[src/rtl/obc_pkg.sv]
// Shared definitions for the OBC DFT sequencer: FSM encoding, widths and the
// default offset-binary-coding seed.
package obc_pkg;

    localparam int DATA_W = 32;
    localparam int IDX_W  = 4;

    localparam logic signed [DATA_W-1:0] OFFSET_INIT = 32'shFF00_0000;

    typedef enum logic [1:0] {
        ST_IDLE  = 2'd0,
        ST_ACCUM = 2'd1,
        ST_HOLD  = 2'd2
    } state_t;

endpackage

[src/rtl/feedback_mux.sv]
// Feedback selection for the bit-serial OBC accumulation: seeds bin 0 with the
// offset, restarts other bins from zero, otherwise halves the running sum.
module feedback_mux
    import obc_pkg::*;
#(
    parameter logic signed [31:0] OFFSET_INIT = 32'shFF00_0000
) (
    input  logic        [IDX_W-1:0]  i,
    input  logic        [IDX_W-1:0]  k,
    input  logic signed [DATA_W-1:0] acc,
    output logic signed [DATA_W-1:0] fb
);

    // Bit 0 starts a new bin; later bits weight the previous sum by one half.
    always_comb begin
        if (i == '0) begin
            fb = (k == '0) ? OFFSET_INIT : '0;
        end else begin
            fb = acc >>> 1;
        end
    end

endmodule

[src/rtl/obc_dft_sequencer.sv]
// Bit-serial OBC DFT sequencer: walks bit index i and bin index k, accumulates
// LUT partial sums per bin and hands each bin result out with valid/ready.
module obc_dft_sequencer #(
    parameter logic signed [31:0] OFFSET_INIT = obc_pkg::OFFSET_INIT,
    parameter int                 NBITS       = 16,
    parameter int                 NBINS       = 16
) (
    input  logic                                  clk,
    input  logic                                  rst,
    input  logic                                  start,
    output logic        [obc_pkg::IDX_W-1:0]      bit_idx,
    output logic        [obc_pkg::IDX_W-1:0]      bin_idx,
    input  logic signed [obc_pkg::DATA_W-1:0]     lut_data,
    output logic signed [obc_pkg::DATA_W-1:0]     out_data,
    output logic        [obc_pkg::IDX_W-1:0]      out_bin,
    output logic                                  out_valid,
    input  logic                                  out_ready,
    output logic                                  busy,
    output logic                                  done
);

    import obc_pkg::*;

    localparam logic [IDX_W-1:0] LAST_BIT = IDX_W'(NBITS - 1);
    localparam logic [IDX_W-1:0] LAST_BIN = IDX_W'(NBINS - 1);

    state_t                    state_q, state_d;
    logic        [IDX_W-1:0]   i_q, i_d;
    logic        [IDX_W-1:0]   k_q, k_d;
    logic signed [DATA_W-1:0]  acc_q, acc_d;
    logic signed [DATA_W-1:0]  out_data_q, out_data_d;
    logic        [IDX_W-1:0]   out_bin_q, out_bin_d;
    logic                      out_valid_q, out_valid_d;
    logic                      done_q, done_d;

    logic signed [DATA_W-1:0]  fb;
    logic signed [DATA_W-1:0]  result;

    feedback_mux #(
        .OFFSET_INIT (OFFSET_INIT)
    ) u_fb_mux (
        .i   (i_q),
        .k   (k_q),
        .acc (acc_q),
        .fb  (fb)
    );

    // 32-bit wrapping sum; overflow is intentionally modulo 2^32.
    always_comb begin
        result = lut_data + fb;
    end

    // Next-state logic for the FSM, bit/bin counters and result registers.
    always_comb begin
        state_d     = state_q;
        i_d         = i_q;
        k_d         = k_q;
        acc_d       = acc_q;
        out_data_d  = out_data_q;
        out_bin_d   = out_bin_q;
        out_valid_d = out_valid_q;
        done_d      = 1'b0;

        case (state_q)
            ST_IDLE: begin
                i_d = '0;
                k_d = '0;
                // The cycle carrying done is already IDLE; a start there is dropped.
                if (start && !done_q) begin
                    state_d = ST_ACCUM;
                end
            end

            ST_ACCUM: begin
                acc_d = result;
                if (i_q == LAST_BIT) begin
                    out_data_d  = result;
                    out_bin_d   = k_q;
                    out_valid_d = 1'b1;
                    state_d     = ST_HOLD;
                end else begin
                    i_d = i_q + 1'b1;
                end
            end

            ST_HOLD: begin
                if (out_valid_q && out_ready) begin
                    out_valid_d = 1'b0;
                    i_d         = '0;
                    if (k_q == LAST_BIN) begin
                        k_d     = '0;
                        done_d  = 1'b1;
                        state_d = ST_IDLE;
                    end else begin
                        k_d     = k_q + 1'b1;
                        state_d = ST_ACCUM;
                    end
                end
            end

            default: begin
                state_d = ST_IDLE;
                i_d     = '0;
                k_d     = '0;
            end
        endcase
    end

    // State register with synchronous reset; reset also aborts any frame.
    always_ff @(posedge clk) begin
        if (rst) begin
            state_q     <= ST_IDLE;
            i_q         <= '0;
            k_q         <= '0;
            acc_q       <= '0;
            out_data_q  <= '0;
            out_bin_q   <= '0;
            out_valid_q <= 1'b0;
            done_q      <= 1'b0;
        end else begin
            state_q     <= state_d;
            i_q         <= i_d;
            k_q         <= k_d;
            acc_q       <= acc_d;
            out_data_q  <= out_data_d;
            out_bin_q   <= out_bin_d;
            out_valid_q <= out_valid_d;
            done_q      <= done_d;
        end
    end

    assign bit_idx   = i_q;
    assign bin_idx   = k_q;
    assign out_data  = out_data_q;
    assign out_bin   = out_bin_q;
    assign out_valid = out_valid_q;
    assign busy      = (state_q != ST_IDLE);
    assign done      = done_q;

endmodule
[config.mk]
export PLATFORM = sky130hd
export DESIGN_NAME = obc_dft_sequencer
export DESIGN_NICKNAME = d
export VERILOG_FILES = /design/src/rtl/obc_pkg.sv /design/src/rtl/feedback_mux.sv /design/src/rtl/obc_dft_sequencer.sv
export SDC_FILE = /design/constraint.sdc
export NUM_CORES = 1
export LEC_CHECK = 0
export BUFFER_PORTS_ARGS = -buffer_cell sky130_fd_sc_hd__buf_2
export CORE_MARGIN = 2
export CORE_UTILIZATION = 45
export DETAILED_ROUTE_END_ITERATION = 6
export PLACE_DENSITY = 0.66
export SYNTH_ARGS = -nofsm -noshare
export SYNTH_HDL_FRONTEND = slang
export SYNTH_SLANG_ARGS = --single-unit
[constraint.sdc]
create_clock -name clk -period 11.4 [get_ports clk]
set_input_delay 0.57 -clock clk [delete_from_list [all_inputs] [get_ports clk]]
set_output_delay 0.57 -clock clk [all_outputs]
set_load 0.01 [all_outputs]
---- After elaboration in Yosys (flattened, before gate mapping) ----
Cells that the tools add are included.
cells by class
  $add $sub $neg .......................... 3
  equality and inequality tests ........... 8
  muxes and demuxes ....................... 17
  bitwise operators ....................... 3
  reduce and logical (&&, ||, !) cells .... 14
operators with widths
  cell                                                              number
  32-bit two-way mux                                                2
  32-bit adder                                                      1
  4-bit two-way mux                                                 4
  4-bit one-hot mux with 2 select lines                             2
  4-bit by 1-bit adder with 4-bit output (second input constant)    2
  4-bit == test (second input constant)                             2
  4-bit logical NOT                                                 2
  2-bit inequality test (second input constant)                     4
  2-bit two-way mux                                                 3
  2-bit one-hot mux with 3 select lines                             1
  2-bit AND reduction                                               3
  3-bit AND reduction                                               2
  1-bit two-way mux                                                 4
  2-bit nonzero test                                                2
  1-bit inverter                                                    3
  3-bit OR reduction                                                1
  2-bit by 1-bit == test with 1-bit output (second input constant)  1
  2-bit == test (second input constant)                             1
  1-bit logical AND                                                 2
  2-bit logical NOT                                                 1
  1-bit one-hot mux with 2 select lines                             1
  1-bit logical NOT                                                 1
word-level totals
  register bits ........................... 80
  output and inout port bits .............. 47

---- Longest topological paths before layout ----
Gate-level depths: netlist of run 1.
  word-level depth ........................ 4
  mapped depth ............................ 16

---- Modules after synthesis ----
Synthesis of run 1 repeated with hierarchy kept, for this count alone.
second synthesis, totals
  cell total of the unflattened synthesis .. 666
  area total of the unflattened synthesis .. 5,162.5 sq um
by module, submodules not included
  module             times used  cells an instance  area an instance (sq um)  seq. area each (sq um)
  obc_dft_sequencer  1           621                4,865.9                   1,601.5
  feedback_mux       1           45                 296.5                     0.0

---- Worst setup path after synthesis of run 1 ----
No wires, ideal clock.
  kind .................................... register to register
  start ................................... reg i_q[0] (netlist: bit_idx[0])
  end ..................................... reg out_data_q[20] (netlist: out_data[20])
  setup time .............................. 0.070 ns
  arrival time ............................ 3.557 ns
  data required time ...................... 11.330 ns
  path slack .............................. 7.773 ns
  cell stages (with the launch flop) ...... 17
  period minus slack after synthesis ...... 3.627 ns
  cells stage by stage .................... dfxtp_1 > inv_1 > ha_1 > nor3b_1 > clkbuf_1 > nor2b_1 > ha_1 > fa_1 > a21o_1 > a221oi_1 > o21a_1 > o31ai_2 > a31o_2 > a221oi_2 > xnor2_1 > nand2_1 > a21oi_1
between the ends
  cells in the longest elaborated chain, start to end .. 3
  elaborated cells between the ends (all ways) .. 5
RTL lines
  what                      line                      text
  start: declaration        obc_dft_sequencer.sv:28   logic [IDX_W-1:0] i_q, i_d;
  start signal: assignment  obc_dft_sequencer.sv:122  i_q <= i_d;
  4-bit logical NOT         feedback_mux.sv:16        if (i == '0) begin
  32-bit two-way mux        feedback_mux.sv:16
  32-bit adder              obc_dft_sequencer.sv:50   result = lut_data + fb;
  end signal: assignment    obc_dft_sequencer.sv:125  out_data_q <= out_data_d;
  end: declaration          obc_dft_sequencer.sv:31   logic signed [DATA_W-1:0] out_data_q, out_data_d;
Parallel ways exist; a longest one is shown, timed or not.
A chain may end at the register's enable or synchronous reset.

---- Final worst setup path of run 1 ----
  start ................................... reg i_q[0] (netlist: bit_idx[0])
  end ..................................... reg acc_q[28]
between the ends
  cells in the longest elaborated chain, start to end .. 3
RTL lines
  what                    line                      text
  4-bit logical NOT       feedback_mux.sv:16
  32-bit two-way mux      feedback_mux.sv:16
  32-bit adder            obc_dft_sequencer.sv:50
  end signal: assignment  obc_dft_sequencer.sv:115  acc_q <= '0;
  end signal: assignment  obc_dft_sequencer.sv:124  acc_q <= acc_d;
  end: declaration        obc_dft_sequencer.sv:30   logic signed [DATA_W-1:0] acc_q, acc_d;
Every way passes these cells.

==> results.toml, run 1 <==
[run_status]
status = "complete, no violations"

[synthesis]
synth_area_leaders = "dfxtp_1, nand2_1, ha_1"
synth_area_per_cell_sq_um = 7.88
synth-async-reset-ratio_pct = 0
synth_edf_count = 0
synth_nets = 675
yosysTopAreaCell = "dfxtp_1"
yosysSeqAreaShare_pct = 33.3
syn-instance-count = 603
yosysUniqueCellTypes = 62
ys_seq_elements = 79
synth_top_area_share_pct = 33.3
syn-cell-area_sq_um = 4750
synth-main-ff-cell = "dfxtp_1"
yosys_warnings = 0

[drt]
drt_iter0_markers = 172
via_count = 4403
ant_nets = 0
routed_wl_um = 11800
dr.pass1.iters = 4
wl_per_cell_um = 14.6
drc = 0
viasPerCell = 5.44

[floorplan]
start_util_pct = 46.3
die_x_um = 107
rows = 37
dieArea_sq_um = 11400
core_area_sq_um = 10300
die_y_um = 107
pin_count = 83

[clocking]
cts_buffers = 9
clk_latency_ns = 0.36
numClockSinks = 79
cts-resized-gates = 0
cts_buffer_depth = 2
tritoncts = "built"
cts-htree-levels = 3
hold_buffers = 0
cts-root-buf = "clkbuf_8"
postCtsSetupRepairBufs = 0
clk_pin_slew_ns = 0.09

[hold_path]
hold_path.class = "flop to flop"
hold_depth = 2
whs_endpoint = "acc_q[24]"
hold_start = "acc_q[24]"

[worst_setup_path]
crit_path_start_kind = "flop"
reg2reg_to = "acc_q[28]"
cp.required_ns = 11.69
worstPathArrival_ns = 4.07
crit_type = "flop to flop"
rrSetupSlack_ns = 7.62
crit_start = "bit_idx[0]"
crit_path_end_kind = "flop"
worstRegToRegCells = 16
crit-reg2reg-launch = "bit_idx[0]"
path_max_fanout = 32

[grt]
grtUsageTotal_pct = 21.1
antenna_found_initial = 0
grt-ovfl-total = 0
grt_max_degree = 86
grt_pass1_wl_um = 19700
grt_pass1_vias = 4197

[flow_run]
drv_cap = 0

[place]
gp_congestion = 0.913
dp_slack_ns = 7.63
port_buffers = 82
dp_hpwl_um = 8260

[pwr]
vdd_drop_max_mv = 0.0769
cellPowerDensity_nw_per_um2 = 116
p_leak_nw = 2.39

[cells_and_area]
nNetsFinal = 741
syn_to_final_growth_pct = 14.4
postLayoutCoreUtil_pct = 52.9
drive_above_1_share_pct = 18.5
num_antenna_cells = 0

[timing]
tightest_slew_ns = 0.846
fmax_ghz = 0.265
grt_setup_unrepaired = "false"
worst_slack_ns = 7.62
fin_crit_sh_pct = 33.2
slew_viol_final = 0
skew_ns = 0.0158
finalCriticalPeriod_ns = 3.78
setup_violations = 0
slew_headroom_pct = 43.6
hold_viol = 0
setup_tns_ns = 0
==> how the worst max path moves through the flow <==
stage | endpoint | slack, ns | cells past startpoint
CTS | out_data[28] | 7.58 | 16
detailed placement | acc_q[28] | 7.63 | 16
global route | out_data[26] | 7.25 | 16
floorplan | out_data[20] | 7.77 | 16
finish | acc_q[28] | 7.62 | 16
global placement | out_data[28] | 7.73 | 16
==> logic make-up (layout without fill, tap and decap cells) <==
group,after synthesis,after routing,synth area share [%]
buffers and inverters,40,111,4.05
flip-flops,79,79,33.3
XOR/XNOR,31,31,5.71
AND/OR/NAND/NOR,258,258,24.9
AO/OA/AOI/OAI,159,159,22.5
adder cells (fa/ha/maj),36,36,9.63
==> per-stage QoR <==
step	hold slack, ns	cell area, sq um	power, mW	std cells
after floorplan	0.432	4750	0.371	603
after global placement	0.439	5220	0.394	794
after detailed placement	0.443	5220	0.396	794
after CTS	0.455	5440	0.633	810
after global routing	0.464	5440	0.657	810
final	0.454	5440	0.630	810
==> final cells by class <==
class,instances,area [sq um]
clock buffer,9,124
fill,1049,4840
clock inverter,7,95.1
multi-input combinational,484,2990
sequential,79,1580
inverter,8,30.0
tap,136,170
timing repair buffer,87,448
==> worst max-delay path: stages (launching register included) <==
cell and delay, ns:
dfxtp_1 0.36, inv_1 0.08, ha_1 0.13, nor3b_2 0.14
buf_4 0.37, nor2b_1 0.10, ha_1 0.22, fa_1 0.41
a21o_1 0.22, a221oi_1 0.38, o21a_1 0.25, o31ai_2 0.11
a211oi_2 0.35, a221o_1 0.24, xnor2_1 0.14, nand2_1 0.08
a21oi_1 0.12
==> routing by layer <==
layer	up-vias	track usage [%]	share of wire (%)
met1	2033	29.6	49
met4	0	6.31	1.4
met2	118	33.5	44
met3	16	3.34	5.4
met5	-	0	0
li1	2236	-	-
==> Yosys cell counts (all sizes together), types with 5 or more instances <==
| cell type | n |
|---|---|
| a211oi | 9 |
| nand2b | 6 |
| buf | 7 |
| xor2 | 14 |
| a21o | 18 |
| nand4 | 7 |
| clkbuf | 23 |
| nand2 | 126 |
| inv | 8 |
| nor3 | 8 |
| nor2 | 48 |
| nand3 | 10 |
| nor2b | 28 |
| a21oi | 81 |
| a31oi | 5 |
| dfxtp | 79 |
| xnor2 | 17 |
| ha | 35 |
| o21ai | 14 |
| o21bai | 6 |
==> state kept, by name, indices dropped and copies added (netlist names) <==
| name | count |
|---|---|
| done | 1 |
| state_q | 2 |
| out_valid | 1 |
| out_bin | 4 |
| acc_q | 31 |
| bit_idx | 4 |
| bin_idx | 4 |
| out_data | 32 |
==> cell usage in the layout, fill, tap and decap left out, drive strengths merged, types with 3 or more instances in the layout <==
master    n
nand2   126
buf      87
a21oi    81
dfxtp    79
nor2     48
ha       35
nor2b    28
a21o     18
xnor2    17
xor2     14
o21ai    14
nand3    10
clkbuf    9
inv       9
a211oi    9
nor3      8
nand4     7
nand2b    6
o21bai    6
a31oi     5
and3      4
nand3b    4
nor3b     4
a211o     3
nand4b    3
or2       3
a31o      3
clkinv    3
o31ai     3
==> power breakdown <==
group	internal, mW	total [mW]	switching [mW]
sequential	0.285	0.289	0.00459
combinational	0.0396	0.102	0.0627
clock	0.124	0.239	0.115
No activity file was read; power rests on OpenSTA's default activity.
==> run 2: changes to the inputs <==
--- a/config.mk
+++ b/config.mk
@@ -9,7 +9,7 @@
 export CORE_MARGIN = 2
 export CORE_UTILIZATION = 45
 export DETAILED_ROUTE_END_ITERATION = 6
-export PLACE_DENSITY = 0.66
+export PLACE_DENSITY = 0.69
 export SYNTH_ARGS = -nofsm -noshare
 export SYNTH_HDL_FRONTEND = slang
 export SYNTH_SLANG_ARGS = --single-unit
==> constraint.sdc (replaced) <==
create_clock -name clk -period 3.33 [get_ports clk]
set_input_delay 0.1665 -clock clk [delete_from_list [all_inputs] [get_ports clk]]
set_output_delay 0.1665 -clock clk [all_outputs]
set_load 0.01 [all_outputs]
==> run 2 against run 1 <==
Clock skew fell by 0.0025 ns. Final cell count up 2.7%. Power increased to 3.6 times the previous value. Largest cell class unchanged. Highest routed layer unchanged.
==> results.toml, run 2 (same netlist as run 1, synthesis figures left out) <==
[run_status]
status = "complete, no violations"

[clocking]
numClockSinks = 79
clk_latency_ns = 0.35
cts_buffer_depth = 2
cts-root-buf = "clkbuf_8"
clk_pin_slew_ns = 0.09
hold_buffers = 0
cts-htree-levels = 3
tritoncts = "built"
cts_buffers = 9

[drt]
dr.pass1.iters = 4
routed_wl_um = 12400
viasPerCell = 5.38
via_count = 4479
drt_iter0_markers = 238
wl_per_cell_um = 14.9
ant_nets = 0
drc = 0

[timing]
setup_violations = 0
slew_headroom_pct = 42.1
tightest_slew_ns = 0.869
fin_crit_sh_pct = 99.5
fmax_ghz = 0.302
slew_viol_final = 0
worst_slack_ns = 0.0159
grt_setup_unrepaired = "true"
finalCriticalPeriod_ns = 3.31
skew_ns = 0.0133
hold_viol = 0

[floorplan]
rows = 37
start_util_pct = 46.3
dieArea_sq_um = 11400
pin_count = 83
die_x_um = 107
core_area_sq_um = 10300
die_y_um = 107

[pwr]
design_power_total_mw = 2.26
cellPowerDensity_nw_per_um2 = 390
vdd_drop_max_mv = 0.247
p_leak_nw = 2.54

[grt]
grt_pass1_vias = 4315
grt_max_degree = 48
grtUsageTotal_pct = 21.6
grt-ovfl-total = 0
grt_pass1_wl_um = 20200
antenna_found_initial = 0

[hold_path]
hold_path.class = "primary input to flop"

[worst_setup_path]
crit_path_end_kind = "flop"
path_max_fanout = 4
worstRegToRegCells = 16
rrSetupSlack_ns = 0.02
crit_start = "bit_idx[0]"
worstPathArrival_ns = 3.59
crit_type = "flop to flop"
crit-reg2reg-launch = "bit_idx[0]"
crit_path_start_kind = "flop"
reg2reg_to = "out_data[28]"
crit_end = "out_data[28]"
cp.required_ns = 3.61

[place]
placed_cell_area_sq_um = 5320
dp_hpwl_um = 8640
port_buffers = 82
dp_cells = 806
dp_slack_ns = -0.0862
gp_congestion = 0.903

[flow_run]
drv_cap = 0

[cells_and_area]
design_area_sq_um = 5790
mostFrequentLayoutCells = "nand2_1, buf_2, dfxtp_1"
num_antenna_cells = 0
nNetsFinal = 763
final_common_cell = "nand2_1"
postLayoutCoreUtil_pct = 56.4
drive_above_1_share_pct = 25.4
fin_cells = 832
largest_reg_flops = 32
syn_to_final_growth_pct = 21.9
-- run 2: worst min-delay path by stage --
| stage | start | end | slack (ns) | depth (start not counted) |
|---|---|---|---|---|
| after floorplan | rst | out_data[29] | 0.35 | 2 |
| after global placement | acc_q[21] | acc_q[21] | 0.44 | 2 |
| final | out_ready | out_valid | 0.18 | 4 |
| after CTS | out_ready | out_valid | 0.15 | 4 |
| after detailed placement | acc_q[18] | acc_q[18] | 0.44 | 2 |
| after global routing | out_ready | out_valid | 0.20 | 4 |
-- run 2: what timing repair did --
| item | in CTS | in global routing |
|---|---|---|
| setup endpoints to repair | 12 | 32 |
| gates resized for setup | 3 | 36 |
| pin swaps | 2 | 17 |
| gates cloned | 0 | 1 |
| setup buffers | 3 | 6 |
-- run 2: stage by stage --
stage                     setup TNS, ns  hold slack (ns)
after floorplan                       0            0.353
after global placement                0            0.437
after detailed placement         -0.247            0.442
after CTS                       -0.0110            0.155
after global routing              -1.06            0.200
final                                 0            0.180
-- run 2: per-layer routing --
metal / track usage (%) / routed length [um]
met1: 29.2 / 5950
met2: 35.4 / 5850
met3: 3.47 / 498
met4: 6.68 / 120
met5: 0 / 0
-- run 2: worst max-delay path: stages, from the launching register on --
cell and delay [ns]:
dfxtp_2 0.33, inv_2 0.06, ha_4 0.12, nor3b_4 0.25, nor2b_1 0.09, ha_2 0.20, fa_2 0.34, a21o_1 0.21
a221oi_2 0.31, o21a_2 0.27, o31ai_4 0.10, a211oi_2 0.23, buf_4 0.17, a221o_1 0.19, xnor2_2 0.13, nand2_1 0.09
a21oi_2 0.13
-- run 2: final cells by class --
type                       count  area [sq um]
clock buffer                   9           124
clock inverter                 7           120
fill                         946          4480
inverter                       8          30.0
multi-input combinational    484          3150
sequential                    79          1580
tap                          136           170
timing repair buffer         109           621
-- run 2: report_power, final --
group          internal [mW]  switching (mW)  leakage [nW]
clock network          0.501           0.375         0.120
logic                  0.163           0.233          1.77
registers              0.974          0.0152         0.642
